===== src/rtl/qwic51_fetch_pkg.sv =====
// Shared QWIC51 core definitions: widths, opcode constants, fetch FSM encoding,
// instruction length decode and the reference ROM image.
package qwic51_fetch_pkg;

    localparam int CPU_ROM_ADDWID = 8;
    localparam int CPU_DATA_WIDTH = 8;

    localparam logic [7:0] NOP_CTRL   = 8'h00;
    localparam logic [7:0] RESET_CTRL = 8'h01;
    localparam logic [7:0] AJMP_CTRL  = 8'h02;
    localparam logic [7:0] LCALL_CTRL = 8'h12;
    localparam logic [7:0] RET_CTRL   = 8'h22;
    localparam logic [7:0] MOV_CTRL   = 8'h75;
    localparam logic [7:0] CLR_CTRL   = 8'hC0;
    localparam logic [7:0] DJNZ_CTRL  = 8'hD5;
    localparam logic [7:0] SETB_CTRL  = 8'hE0;

    localparam logic [7:0] R0 = 8'h00;
    localparam logic [7:0] P0 = 8'h80;

    localparam logic [2:0] ST_FILL = 3'd0;
    localparam logic [2:0] ST_OPC  = 3'd1;
    localparam logic [2:0] ST_OP1  = 3'd2;
    localparam logic [2:0] ST_OP2  = 3'd3;
    localparam logic [2:0] ST_HOLD = 3'd4;

    typedef struct packed {
        logic [CPU_ROM_ADDWID-1:0] pc;
        logic [7:0]                opcode;
        logic [7:0]                opnd1;
        logic [7:0]                opnd2;
        logic [1:0]                len;
    } fet_instr_t;

    // CLR and SETB carry a bit index in the low nibble, so only the high nibble selects them.
    function automatic logic [1:0] op_len(input logic [7:0] op);
        logic [1:0] len;
        len = 2'd1;
        if (op == AJMP_CTRL || op == LCALL_CTRL)
            len = 2'd2;
        else if (op[7:4] == CLR_CTRL[7:4] || op[7:4] == SETB_CTRL[7:4])
            len = 2'd2;
        else if (op == MOV_CTRL || op == DJNZ_CTRL)
            len = 2'd3;
        return len;
    endfunction

    function automatic logic [CPU_DATA_WIDTH-1:0] qwic51_rom_byte(input logic [CPU_ROM_ADDWID-1:0] a);
        logic [CPU_DATA_WIDTH-1:0] d;
        case (a)
            8'h00:   d = RESET_CTRL;
            8'h01:   d = AJMP_CTRL;
            8'h02:   d = 8'h50;
            8'h03:   d = NOP_CTRL;
            8'h04:   d = CLR_CTRL + 8'd3;
            8'h05:   d = 8'h21;
            8'h06:   d = DJNZ_CTRL;
            8'h07:   d = 8'h07;
            8'h08:   d = 8'hFE;
            8'h09:   d = RET_CTRL;
            8'h0A:   d = 8'h44;
            8'h0B:   d = LCALL_CTRL;
            8'h0C:   d = 8'h30;
            8'h56:   d = SETB_CTRL;
            8'h57:   d = P0;
            8'h58:   d = RET_CTRL;
            8'h60:   d = MOV_CTRL;
            8'h61:   d = R0;
            8'h62:   d = 8'd240;
            8'h63:   d = 8'h44;
            8'h64:   d = LCALL_CTRL;
            8'h65:   d = 8'h33;
            8'h66:   d = RET_CTRL;
            default: d = NOP_CTRL;
        endcase
        return d;
    endfunction

endpackage


===== src/rtl/qwic51_fetch.sv =====
// QWIC51 instruction fetch: walks the ROM byte by byte, assembles 1..3 byte
// instructions and hands them to decode; execute can redirect at any time.
module qwic51_fetch
    import qwic51_fetch_pkg::*;
(
    input  logic                      CPU_CLK,
    input  logic                      CPU_RST_N,
    output logic [CPU_ROM_ADDWID-1:0] CPU_PC_ADDR,
    input  logic [CPU_DATA_WIDTH-1:0] CPU_IR_REG,
    output logic                      FET_VALID,
    input  logic                      FET_READY,
    output logic [7:0]                FET_OPCODE,
    output logic [7:0]                FET_OPND1,
    output logic [7:0]                FET_OPND2,
    output logic [1:0]                FET_LEN,
    output logic [CPU_ROM_ADDWID-1:0] FET_PC,
    input  logic                      BR_VALID,
    input  logic [CPU_ROM_ADDWID-1:0] BR_TARGET,
    output logic [2:0]                FET_STATE
);

    // Handshake: an instruction transfers on a rising edge where FET_VALID and
    // FET_READY are both 1 and BR_VALID is 0; while FET_VALID is 1 and no transfer
    // happens, every FET_* output and CPU_PC_ADDR stays unchanged.

    logic [2:0]                state_r;
    logic [2:0]                state_nx;
    logic [CPU_ROM_ADDWID-1:0] addr_r;
    logic [CPU_ROM_ADDWID-1:0] addr_nx;
    fet_instr_t                instr_r;
    fet_instr_t                instr_nx;
    logic [1:0]                len_dec;

    assign len_dec = op_len(CPU_IR_REG);

    // addr_r always runs one byte ahead of the byte sitting on CPU_IR_REG, so the
    // transfer out of HOLD must also advance it to keep that relation for the next opcode.
    always_comb begin
        state_nx = state_r;
        addr_nx  = addr_r;
        instr_nx = instr_r;
        if (BR_VALID) begin
            addr_nx  = BR_TARGET;
            state_nx = ST_FILL;
        end else begin
            case (state_r)
                ST_FILL: begin
                    addr_nx  = addr_r + 1'b1;
                    state_nx = ST_OPC;
                end
                ST_OPC: begin
                    instr_nx.opcode = CPU_IR_REG;
                    instr_nx.pc     = addr_r - 1'b1;
                    instr_nx.opnd1  = 8'h00;
                    instr_nx.opnd2  = 8'h00;
                    instr_nx.len    = len_dec;
                    if (len_dec == 2'd1) begin
                        state_nx = ST_HOLD;
                    end else begin
                        addr_nx  = addr_r + 1'b1;
                        state_nx = ST_OP1;
                    end
                end
                ST_OP1: begin
                    instr_nx.opnd1 = CPU_IR_REG;
                    if (instr_r.len == 2'd3) begin
                        addr_nx  = addr_r + 1'b1;
                        state_nx = ST_OP2;
                    end else begin
                        state_nx = ST_HOLD;
                    end
                end
                ST_OP2: begin
                    instr_nx.opnd2 = CPU_IR_REG;
                    state_nx       = ST_HOLD;
                end
                ST_HOLD: begin
                    if (FET_READY) begin
                        addr_nx  = addr_r + 1'b1;
                        state_nx = ST_OPC;
                    end
                end
                default: begin
                    state_nx = ST_FILL;
                end
            endcase
        end
    end

    always_ff @(posedge CPU_CLK or negedge CPU_RST_N) begin
        if (!CPU_RST_N) begin
            state_r <= ST_FILL;
            addr_r  <= '0;
            instr_r <= '0;
        end else begin
            state_r <= state_nx;
            addr_r  <= addr_nx;
            instr_r <= instr_nx;
        end
    end

    assign CPU_PC_ADDR = addr_r;
    assign FET_VALID   = (state_r == ST_HOLD);
    assign FET_OPCODE  = instr_r.opcode;
    assign FET_OPND1   = instr_r.opnd1;
    assign FET_OPND2   = instr_r.opnd2;
    assign FET_LEN     = instr_r.len;
    assign FET_PC      = instr_r.pc;
    assign FET_STATE   = state_r;

endmodule


===== config.mk =====
export PLATFORM = sky130hd
export DESIGN_NAME = qwic51_fetch
export DESIGN_NICKNAME = d
export VERILOG_FILES = /design/src/rtl/qwic51_fetch_pkg.sv /design/src/rtl/qwic51_fetch.sv
export SDC_FILE = /design/constraint.sdc
export NUM_CORES = 1
export LEC_CHECK = 0
export ABC_AREA = 1
export CAP_MARGIN = 20
export CORE_MARGIN = 10
export CORE_UTILIZATION = 37
export DETAILED_ROUTE_END_ITERATION = 7
export PLACE_DENSITY = 0.75
export REMOVE_ABC_BUFFERS = 1
export SETUP_SLACK_MARGIN = 0.1
export SLEW_MARGIN = 20
export SYNTH_ARGS = -nofsm -noshare
export SYNTH_HDL_FRONTEND = slang
export SYNTH_SLANG_ARGS = --single-unit

===== constraint.sdc =====
create_clock -name CPU_CLK -period 2 [get_ports CPU_CLK]
set_input_delay 0.4 -clock CPU_CLK [delete_from_list [all_inputs] [get_ports CPU_CLK]]
set_output_delay 0.4 -clock CPU_CLK [all_outputs]
set_load 0.01 [all_outputs]

==> results of run 1 <==
-- registers in the layout, indices dropped and copies added (netlist names) --
register	flops
FET_LEN	2
FET_OPND2	8
FET_STATE	3
FET_OPCODE	8
FET_PC	8
CPU_PC_ADDR	8
FET_OPND1	8
-- cell type report --
class / instances / area, um^2
inverter: 36 / 138
clock inverter: 1 / 7.51
tap: 77 / 96.3
timing repair buffer: 77 / 747
multi-input combinational: 197 / 1080
sequential: 45 / 1130
clock buffer: 7 / 76.3
fill: 589 / 3080
-- power breakdown --
part / switching [uW] / internal (uW)
Sequential: 161 / 1100
Clock: 300 / 248
Combinational: 566 / 587
-- worst min-delay path by stage --
stage | to | depth (start not counted) | startpoint | slack [ns]
floorplan | CPU_PC_ADDR[0] | 0 | CPU_RST_N | 0.10
global placement | FET_PC[0] | 2 | FET_PC[0] | 0.47
detailed placement | FET_OPCODE[0] | 2 | FET_OPCODE[0] | 0.47
CTS | FET_OPCODE[0] | 2 | CPU_RST_N | 0.20
global route | FET_OPCODE[5] | 2 | CPU_RST_N | 0.23
finish | FET_OPCODE[4] | 2 | CPU_RST_N | 0.18
-- placed cells by master, fill, tap and decap left out, types with 2 or more instances in the layout --
master	count
o21ai_1	5
nor2_2	3
clkbuf_8	5
xor2_1	3
nand3_1	30
o22ai_1	8
nor3_1	2
clkbuf_1	2
ha_1	2
inv_2	5
o21ai_0	6
nor2_4	2
a31oi_1	2
clkdlybuf4s50_1	63
o21ai_2	17
inv_1	30
nand3_2	5
nand2_1	76
nor2_1	15
buf_4	11
a21oi_1	3
dfrtp_1	44
nand4_1	9
-- per-stage QoR --
step	cells	util	area, um^2
floorplan	278	-	2340
global placement	431	0.500	3180
detailed placement	431	0.500	3180
CTS	440	0.515	3270
global route	440	0.515	3270
finish	440	0.515	3270
-- what timing repair did --
action	CTS	global route
setup buffers	1	0
endpoints found under the setup margin	1	0
gates resized for setup	2	0
-- kinds of logic (layout without fill, tap and decap cells) --
family          Yosys count  in the layout  synth area share
flops                    45             45             0.466
xor+xnor                  4              4            0.0145
fa+ha+maj                 2              2            0.0103
buf+inv                  46            121            0.0895
compound gates           44             44             0.129
simple gates            147            147             0.291
-- routing by layer --
metal  global-route usage  part of all wire  vias up
li1                     -                 -     1092
met1                0.159              0.43      979
met2                0.207              0.50       48
met3               0.0288             0.057        6
met4               0.0478             0.015        0
met5                    0                 0        -
==> results.yml, run 1 <==
status:
  status: "finished clean"
cells_and_area:
  area_growth_pct: 35.1
  drive_above_1_share: 0.160
  nets: 384
  antenna_cells: 0
critical_path:
  reg2reg_depth: 7
  reg2reg_slack_ns: 0.55
  crit_arrival_ns: 1.41
  crit_fanout: 9
  r2r_start: "FET_STATE[1]"
  end_kind: "output port"
  crit_type: "flip-flop to output port"
  path_depth: 1
  crit_slowest_cell: "clkdlybuf4s50_1"
  cp.buffers_inverters: 1
  cp_cell_sequence: "clkdlybuf4s50_1"
  slowest_delay_ns: 0.60
  crit_path_end: "CPU_PC_ADDR[4]"
  required_ns: 1.60
  startpoint: "CPU_PC_ADDR[4]"
  startpoint_type: "flip-flop"
  cp_top_family: "buffers and inverters"
  r2r_end: "CPU_PC_ADDR[2]"
global_route:
  grt_pass1_wl_mm: 10.7
  grt_max_degree: 46
  antenna_found_initial: 0
  grtUsageTotal: 0.127
  grt_pass1_vias: 2170
  grt_overflow_total: 0
clock_tree:
  clkLatencyLatePin_ns: 0.29
  cts_max_level: 2
  hold_buffers: 0
  cts_tree: "done"
  clk_pin_slew_ns: 0.09
  cts_root_buffer: "clkbuf_8"
  cts_sinks: 45
  cts_max_path_buffers: 2
  numCtsBuffers: 5
routing:
  drt-total-wl_mm: 6.32
  wl_per_cell_um: 14.4
  vias: 2125
  drt_iter0_drc: 206
  vias_per_cell: 4.83
  dr.pass1.iters: 4
  drc: 0
  antenna_left: 0
sta:
  period_needed_ns: 1.81
  slew_headroom: 0.626
  tns_ns: 0
  tightest_slew_ns: 0.561
  slew_viol_final: 0
  fin_ws_ns: 0.193
  skew_ns: 0.00641
  hold_viol_final: 0
  finalSetupViolCount: 0
  fin_hold_ws_ns: 0.177
  rsz0062_at_grt: "false"
  fmax_mhz: 553
  fin_crit_sh: 0.904
logic_synthesis:
  synth_top_cells_by_area: "dfrtp_1, nand2_1, nand3_1"
  synth_area_leader_cell: "dfrtp_1"
  synth_warnings: 0
  async_flop_share: 1.00
  synth_area_mm2: 0.00242
  synth-main-ff-cell: "dfrtp_1"
  seq_area_frac_synth: 0.466
  synth_seq_cells: 45
  syn_area_per_cell_um2: 8.40
  synth_cells: 288
  synth.top_cell.area_share: 0.466
  yosysMostFrequentCell: "nand2_1"
  synth_edf_count: 0
  synth_cell_type_count: 33
  synth_commonest_cells: "nand2_1, dfrtp_1, inv_1, nand3_1, o21ai_2"
place:
  dpl_worst_slack_ns: 0.0998
  gp_congestion: 0.827
  hpwl_mm: 4.78
  port_buffers: 65
power_and_ir_drop:
  finalPower_uw: 2960
  vdd_drop_max_v: 0.000476
  cellLeakagePower_uw: 0.00153
  pwr_density_cell_mw_per_mm2: 905
die:
  core_mm2: 0.00635
  fp.dieW_um: 101
  die_h_um: 101
  fp.dieArea_mm2: 0.0102
  start_util: 0.381
  ios: 66
  rows: 29
worst_hold_path:
  hold_class: "input port to async pin"
run:
  maxCapViolCount: 0
Note: power is estimated with default switching activity, not from simulation.
==> run 2, diff against run 1 <==
- TNS_END_PERCENT: unset -> 30
==> results of run 2 <==
No change in the layout: final DEF, timing and power equal those of run 1.
==> run 3, diff against run 2 <==
- CORE_UTILIZATION: 37 -> 50
- PLACE_DENSITY: 0.75 -> 0.94
==> run 3 against run 2 <==
  * Die area is 21% lower
  * First-iteration DRC count is 30% higher
  * Core utilization is 18 points higher
  * Sequential share of layout area is 0.33 points higher
  * Via count is 7.7% higher
  * Highest routed layer unchanged
  * Hold slack worse by 0.014 ns
  * Clock skew is 0.0032 ns higher
  * Critical endpoint is now CPU_PC_ADDR[2]
  * Combinational power hardly changed
  * Count of clock-buffer cells in the layout is 2 lower
==> results.yml, run 3 (synthesis gave the netlist of run 1 again) <==
status:
  status: "finished clean"
critical_path:
  crit_arrival_ns: 1.48
  crit_type: "flip-flop to output port"
  reg2reg_depth: 7
  crit_fanout: 9
  cp_cell_sequence: "clkdlybuf4s50_1"
  end_kind: "output port"
  required_ns: 1.60
  path_depth: 1
  crit_slowest_cell: "clkdlybuf4s50_1"
  cp_top_family: "buffers and inverters"
  slowest_delay_ns: 0.62
  cp.buffers_inverters: 1
  startpoint_type: "flip-flop"
clock_tree:
  cts_root_buffer: "clkbuf_8"
  cts_max_level: 2
  cts_sinks: 45
  clk_pin_slew_ns: 0.09
  cts_max_path_buffers: 2
  cts_tree: "done"
  numCtsBuffers: 5
  clkLatencyLatePin_ns: 0.31
sta:
  fin_hold_ws_ns: 0.163
  fin_crit_sh: 0.941
  slew_viol_final: 0
  hold_viol_final: 0
  tns_ns: 0
  rsz0062_at_grt: "false"
  skew_ns: 0.00960
  fmax_mhz: 532
  period_needed_ns: 1.88
  slew_headroom: 0.630
  tightest_slew_ns: 0.556
  finalSetupViolCount: 0
die:
  start_util: 0.515
  fp.dieArea_mm2: 0.00802
  fp.dieW_um: 89.6
  core_mm2: 0.00469
  rows: 25
  die_h_um: 89.6
  ios: 66
cells_and_area:
  antenna_cells: 0
  final_common_cell: "nand2_1"
  seqCellArea_mm2: 0.00113
  postLayoutCoreUtil: 0.691
  nets: 379
  drive_above_1_share: 0.156
  fillers: 352
  area_growth_pct: 34.0
  final_cell_mix: "nand2_1, clkdlybuf4s50_1, dfrtp_1, inv_1, nand3_1"
  multiInputGateArea_mm2: 0.00108
global_route:
  grtUsageTotal: 0.175
  antenna_found_initial: 0
  grt_use_met1: 0.197
  grt_max_degree: 46
  grt_pass1_vias: 2301
  grt_pass1_wl_mm: 10.9
  busiest_layer: "met2"
  grt_overflow_total: 0
  grt_util_met3: 0.0346
  grt.met2_usage: 0.302
power_and_ir_drop:
  vdd_drop_max_v: 0.000434
  cellLeakagePower_uw: 0.00153
  finalPower_uw: 3220
  pwr_density_cell_mw_per_mm2: 992
place:
  hpwl_mm: 4.88
  port_buffers: 65
  gp_congestion: 0.887
routing:
  vias_per_cell: 5.56
  drt-total-wl_mm: 6.78
  drt_iter0_drc: 267
  vias: 2289
  dr.pass1.iters: 5
  wl_per_cell_um: 16.5
  antenna_left: 0
  drc: 0
worst_hold_path:
  hold_class: "input port to async pin"
run:
  maxCapViolCount: 0
run 3: worst register-to-register path, delay by kind of cell (launching register included):
| family | cells | cell delay, ns |
|---|---|---|
| flops | 1 | 0.43 |
| buf+inv | 3 | 0.42 |
| compound gates | 1 | 0.08 |
| simple gates | 3 | 0.50 |
run 3: timing repair:
action                                  in CTS  in global routing
buffers inserted                             2                  0
gates resized for setup                      3                  0
hold buffers                                 0                  0
endpoints found under the hold margin        0                  0
endpoints found under the setup margin       1                  0
run 3: final timing paths:
path                                startpoint             end  slack [ns]
worst max-delay path            CPU_PC_ADDR[2]  CPU_PC_ADDR[2]        0.12
worst min-delay path                 CPU_RST_N    FET_OPND2[7]        0.16
worst max register to register    FET_STATE[1]    FET_OPND1[5]        0.45
worst min register to register       FET_PC[2]       FET_PC[2]        0.49
max in group asynchronous            CPU_RST_N    FET_STATE[0]        1.43
min in group CPU_CLK                 FET_PC[2]       FET_PC[2]        0.49
run 3: through the flow:
stage | instance area, um^2 | instances | worst slack (ns)
after floorplan | 2340 | 278 | 0.673
after global placement | 3090 | 402 | 0.115
after detailed placement | 3090 | 402 | 0.0661
after CTS | 3240 | 412 | 0.121
after global routing | 3240 | 412 | 0.103
final | 3240 | 412 | 0.119
run 3: area by class of cell:
cell class | instances | share of cell area
sequential | 45 | 0.348
multi-input combinational | 197 | 0.332
tap | 54 | 0.0208
clock buffer | 5 | 0.0212
timing repair buffer | 72 | 0.215
clock inverter | 3 | 0.0201
inverter | 36 | 0.0425
run 3: power by group:
group	switching (uW)	total [uW]	internal, uW
Combinational	560	1130	567
Sequential	185	1280	1100
Clock	313	809	496
run 3: routing by layer:
| metal | vias to the layer above | part of all wire |
|---|---|---|
| met2 | 100 | 0.51 |
| met4 | 0 | 0.043 |
| met5 | - | 0 |
| li1 | 1081 | - |
| met1 | 1082 | 0.38 |
| met3 | 26 | 0.064 |
